===== src/rtl/alu_shifter.sv =====
// Purpose : 16-bit shifter (SLL / SRA / ROR / pass) built as a 4-stage log barrel, with zero/sign/overflow flags.
// Latency : 1 cycle, registered outputs; a new operation is accepted on every clk edge.
// Backpress: none; the block is free-running and has no stall input.
//
// Ports:
//   clk    - rising-edge clock
//   rst_n  - synchronous active-low reset
//   a      - 16-bit signed operand
//   b      - 4-bit shift amount (0..15)
//   mode   - 00 SLL, 01 SRA, 10 ROR, 11 pass-through
//   result - registered shift result
//   zero   - registered flag: result == 0
//   sign   - registered flag: result[15]
//   ovfl   - registered flag: signed overflow on SLL
//
// Build option: define ALU_SHIFTER_FLAGS_EN to compute the flags; otherwise
// zero/sign/ovfl are tied to 0 and only result is produced.

module alu_shifter (
    input  logic        clk,
    input  logic        rst_n,
    input  logic [15:0] a,
    input  logic [3:0]  b,
    input  logic [1:0]  mode,
    output logic [15:0] result,
    output logic        zero,
    output logic        sign,
    output logic        ovfl
);

    localparam logic [1:0] MODE_SLL  = 2'b00;
    localparam logic [1:0] MODE_SRA  = 2'b01;
    localparam logic [1:0] MODE_ROR  = 2'b10;

    // Three parallel barrel chains, one per shift flavour; each stage is
    // controlled by one bit of b (1, 2, 4, 8).
    logic [15:0] sll_s0, sll_s1, sll_s2, sll_s3;
    logic [15:0] sra_s0, sra_s1, sra_s2, sra_s3;
    logic [15:0] ror_s0, ror_s1, ror_s2, ror_s3;
    logic [15:0] shift_dat;

    always_comb begin
        sll_s0 = b[0] ? {a[14:0],      1'b0}  : a;
        sll_s1 = b[1] ? {sll_s0[13:0], 2'b0}  : sll_s0;
        sll_s2 = b[2] ? {sll_s1[11:0], 4'b0}  : sll_s1;
        sll_s3 = b[3] ? {sll_s2[7:0],  8'b0}  : sll_s2;

        // Vacated upper bits take the operand sign; since every stage
        // preserves bit 15, each stage can replicate its own input's MSB.
        sra_s0 = b[0] ? {{1{a[15]}},      a[15:1]}      : a;
        sra_s1 = b[1] ? {{2{sra_s0[15]}}, sra_s0[15:2]} : sra_s0;
        sra_s2 = b[2] ? {{4{sra_s1[15]}}, sra_s1[15:4]} : sra_s1;
        sra_s3 = b[3] ? {{8{sra_s2[15]}}, sra_s2[15:8]} : sra_s2;

        ror_s0 = b[0] ? {a[0],        a[15:1]}      : a;
        ror_s1 = b[1] ? {ror_s0[1:0], ror_s0[15:2]} : ror_s0;
        ror_s2 = b[2] ? {ror_s1[3:0], ror_s1[15:4]} : ror_s1;
        ror_s3 = b[3] ? {ror_s2[7:0], ror_s2[15:8]} : ror_s2;

        case (mode)
            MODE_SLL: shift_dat = sll_s3;
            MODE_SRA: shift_dat = sra_s3;
            MODE_ROR: shift_dat = ror_s3;
            default:  shift_dat = a;
        endcase
    end

    always_ff @(posedge clk) begin
        if (!rst_n) begin
            result <= 16'h0000;
        end else begin
            result <= shift_dat;
        end
    end

`ifdef ALU_SHIFTER_FLAGS_EN
    // SLL overflows when any of a[15-1 .. 15-b] differs from a[15]: those
    // bits are either lost or land in the sign position, so the shifted
    // value no longer represents a * 2^b.
    logic ovfl_c;

    always_comb begin
        ovfl_c = 1'b0;
        if (mode == MODE_SLL) begin
            for (int i = 1; i < 16; i++) begin
                if ((4'(i) <= b) && (a[15-i] != a[15])) begin
                    ovfl_c = 1'b1;
                end
            end
        end
    end

    always_ff @(posedge clk) begin
        if (!rst_n) begin
            zero <= 1'b1;
            sign <= 1'b0;
            ovfl <= 1'b0;
        end else begin
            zero <= (shift_dat == 16'h0000);
            sign <= shift_dat[15];
            ovfl <= ovfl_c;
        end
    end
`else
    assign zero = 1'b0;
    assign sign = 1'b0;
    assign ovfl = 1'b0;
`endif

endmodule


===== config.mk =====
export PLATFORM = sky130hd
export DESIGN_NAME = alu_shifter
export DESIGN_NICKNAME = d
export VERILOG_FILES = /design/src/rtl/alu_shifter.sv
export SDC_FILE = /design/constraint.sdc
export NUM_CORES = 1
export LEC_CHECK = 0
export BUFFER_PORTS_ARGS = -buffer_cell sky130_fd_sc_hd__buf_2
export CORE_ASPECT_RATIO = 1.75
export CORE_MARGIN = 5
export CORE_UTILIZATION = 29
export DETAILED_ROUTE_END_ITERATION = 8
export SLEW_MARGIN = 20
export SYNTH_ARGS = -nofsm -noshare
export SYNTH_HDL_FRONTEND = slang
export SYNTH_SLANG_ARGS = --single-unit

===== constraint.sdc =====
create_clock -name clk -period 1.83 [get_ports clk]
set_input_delay 0.366 -clock clk [delete_from_list [all_inputs] [get_ports clk]]
set_output_delay 0.366 -clock clk [all_outputs]
set_load 0.01 [all_outputs]

## Yosys cells after proc, flatten, opt, wreduce, memory -nomap -nowiden

Index checks and enable logic that the tools add are counted.

| storage, ports and cells | value |
|---|---|
| logic and storage cells | 17 |
| flip-flop bits (word level) | 16 |
| bits of input ports | 24 |
| output and inout bits | 19 |

| cells by class | value |
|---|---|
| equality and inequality tests | 2 |
| multiplexer cells | 13 |
| reductions and logical operators | 1 |

Operators by type and width:

| operator | count |
|---|---|
| $mux 16 | 8 |
| $mux 15 | 4 |
| $pmux 16 s3 | 1 |
| $eq 2x1->1 const B | 1 |
| $eq 2x2->1 const B | 1 |
| $logic_not 2->1 | 1 |

## Logic depth before layout (Yosys ltp)

| depth | value |
|---|---|
| depth in word-level cells | 5 |
| gate-level depth with buffers | 8 |
| mapped depth without buffers | 5 |

## Worst setup path before layout

Ideal clock, no wire load.

| timing | value |
|---|---|
| path kind | input to register |
| start point | input b[0] |
| end point | register result[13] |
| data required time | 1710 ps |
| path buffers | 2 |
| arrival time | 1869 ps |
| cell stages on the path | 7 |
| setup time | 120 ps |
| path slack | -159 ps |
| path through | buf_6 -> buf_12 -> mux4_2 -> mux2_2 -> mux2_4 -> a221oi_2 -> nor2_1 |

| on the way | value |
|---|---|
| longest elaborated chain between the ends | 5 |
| elaborated cells on any way between the ends | 13 |
| classes of those cells | mux (13) |

RTL lines:

| item | line | text |
|---|---|---|
| from (decl) | 23 | `input logic [3:0] b,` |
| $mux 16, or another cell as far along | 55 | `ror_s0 = b[0] ? {a[0], a[15:1]} : a;` |
| $mux 16, or another cell as far along | 56 | `ror_s1 = b[1] ? {ror_s0[1:0], ror_s0[15:2]} : ror_s0;` |
| $mux 16, or another cell as far along | 57 | `ror_s2 = b[2] ? {ror_s1[3:0], ror_s1[15:4]} : ror_s1;` |
| $mux 16, or another cell as far along | 58 | `ror_s3 = b[3] ? {ror_s2[7:0], ror_s2[15:8]} : ror_s2;` |
| $pmux 16 s3 (*) | 60 | `case (mode)` |
| to (signal assigned) | 72 | `result <= shift_dat;` |
| to (decl) | 25 | `output logic [15:0] result,` |

Mark *: on every way between the ends. The rest lies on a longest branch, timed or not.
A chain may end at the register's enable or synchronous reset.

## Worst setup path in the final report

| timing | value |
|---|---|
| start point | input b[0] |
| end point | register result[8] |

Same word-level chain as after synthesis.

==> impl_metrics.toml <==
[run_status]
status = "complete, but fails checks"
violations = "design-rule violations"

[yosys]
synth.distinct_cells = 55
synth_edf_count = 0
synth_warnings = 0
ys.flop_type = "dfxtp_1"
synthArstFlopShare_pct = 0
syn_avg_cell_area_um2 = 8.59
postSynthCellCount = 296
syn_area_um2 = 2540
yosys_register_bits = 16
seq_area_frac_synth_pct = 12.6

[critical_path]
critPathLaunchType = "primary input"
path_class = "primary input to flop"
worst-path-max-fanout = 13
crit_path_top_delay_cell = "mux4_2"
cp.arrival_ns = 1.93
required_ns = 1.96
slowest_delay_ns = 0.52
endpoint_kind = "flop"
path_cells = "buf_12 > mux4_2 > mux2_4 > a2111o_1 > o221ai_1 > nor3_1"

[die]
die_w_um = 80.8
rows = 45
dieArea_um2 = 10800
start_util_pct = 29.5
die_y_um = 134
design.core.area_um2 = 8610
io_pins = 43

[pwr]
peakVddDrop_uv = 192
p_seq_share_pct = 21.1
p_switching_mw = 0.645
intPower_mw = 1.19
p_leak_nw = 1.58
pwr-share-clk_pct = 26.4
sw_frac_of_total_pct = 35.1
combPwrFrac_pct = 52.5
power_mw = 1.84
power.density_nw_per_um2 = 502

[worst_hold_path]
hp-class = "primary input to flop"

[sta]
max_freq_mhz = 556
relSlewSlack_pct = 63.8
hold_viol = 0
fin_crit_ns = 1.80
setup_viol = 0
period_share_pct = 98.2
drv_slew = 0
tightest_slew_ns = 0.540
fin_tns_setup_ns = 0

[finish]
layout_commonest_cell = "buf_4"
top_regs = "result: 16 flops"
final_cell_count_no_fill = 513
top_register = "result"
final_cell_mix = "buf_4 (80), buf_2 (37), mux4_2 (26)"
n_antenna_cell = 0
fillers = 855
syn2layout_area_growth_pct = 44.2
nNetsFinal = 421
largest_register_ffs = 16
drive_above_1_share_pct = 46.7

[clock_tree]
clkTransAtPathRegs_ns = 0.05
root_buffer = "clkbuf_16"
cts_tree = "done"
numClockSinks = 16
cts_buffers = 3
cts_buffer_depth = 2
htreeDepth = 1

[placed_design]
hpwl_um = 8930
buffer_ports.inserted = 39
place_congestion = 0.949
place_inst = 504

[global_routing]
grt_overflow = 0
grt_pass1_wl_um = 17100
grt_max_degree = 21
grt_use_total_pct = 20.8
antenna_found_initial = 0
grt_pass1_vias = 3058

[detailed_routing]
avgRoutedWirePerCell_um = 21.5
vias_per_cell = 5.92
drt_iter0_markers = 447
detailroute.via_count = 3037
drc = 2
ant_nets = 0
firstDrtPassIters = 9
wirelength_um = 11000

[flow_run]
maxCapViolations = 0
## worst max-delay path, delay by kind of cell
kind,cells,cell delay (ns)
mux,2,0.83
compound gates,2,0.51
buf+inv,1,0.13
simple gates,1,0.08
## area by class of cell
class	count	area (um2)	area share, %
Tap cell	117	146	3.99
Timing Repair Buffer	129	1000	27.4
Sequential cell	16	320	8.74
Inverter	6	23.8	0.649
Clock buffer	4	88.8	2.42
Multi-Input combinational cell	241	2080	56.8
## power groups by stage
stage | Clock, mW | Combinational, mW | Sequential, mW
6_report | 0.485 | 0.965 | 0.389
5_1_grt | 0.516 | 1.02 | 0.391
4_1_cts | 0.499 | 0.918 | 0.389
3_5_place_dp | 0 | 0.898 | 0.396
3_3_place_gp | 0 | 0.899 | 0.395
2_1_floorplan | 0 | 0.496 | 0.415
## cells by family (layout without fill, tap and decap cells)
kind of cell	count (synthesis)	after routing	synth area share [%]
AND/OR/NAND/NOR	85	85	16.2
AO/OA/AOI/OAI	87	87	23.2
flip-flops	16	16	12.6
buffers and inverters	41	139	8.37
multiplexers	66	66	39.5
other	1	3	0.148
## stage by stage
stage	util (%)	hold WS, ns	setup slack [ns]	instance area (um2)
floorplan	-	0.549	-0.134	2570
global placement	39.8	0.735	-0.448	3430
detailed placement	39.8	0.741	-0.515	3430
CTS	41.4	0.475	0.000594	3570
global route	42.5	0.488	-0.0343	3660
finish	42.5	0.502	0.0328	3660
## repair_timing
item	in CTS	in global routing
endpoints found under the setup margin	16	8
hold buffers	0	0
buffers inserted	3	1
resized for setup	9	14
gates cloned	0	1
pin swaps	0	7
## synthesized netlist by cell type, drive strengths merged, types with 3 or more instances
cell / number / area share, %
o22ai: 8 / 2.0
nand2b: 9 / 2.2
nor2b: 7 / 1.7
a21oi: 13 / 2.6
a31oi: 8 / 2.0
nand3: 3 / 0.59
o32ai: 3 / 1.0
a221oi: 4 / 1.6
buf: 19 / 5.1
mux2i: 29 / 11
mux2: 11 / 5.0
nand2: 22 / 3.2
clkbuf: 16 / 2.4
dfxtp: 16 / 13
o21ai: 24 / 4.7
a22oi: 3 / 0.89
nor2: 22 / 3.2
mux4: 26 / 23
inv: 5 / 0.74
nor3: 10 / 2.0
## path summary, 6_finish.rpt
check / from / depth (start not counted) / to / slack, ns
worst min-delay path: rst_n / 2 / result[7] / 0.50
worst max-delay path: b[0] / 6 / result[8] / 0.03
## routing by layer
layer	GRT usage (%)	up-vias	wire, um
li1	-	1351	-
met1	23.6	1457	3940
met2	35.6	165	5670
met3	1.55	64	552
met4	15.0	0	874
met5	0	-	0
Power figures use the tool's default switching activity.
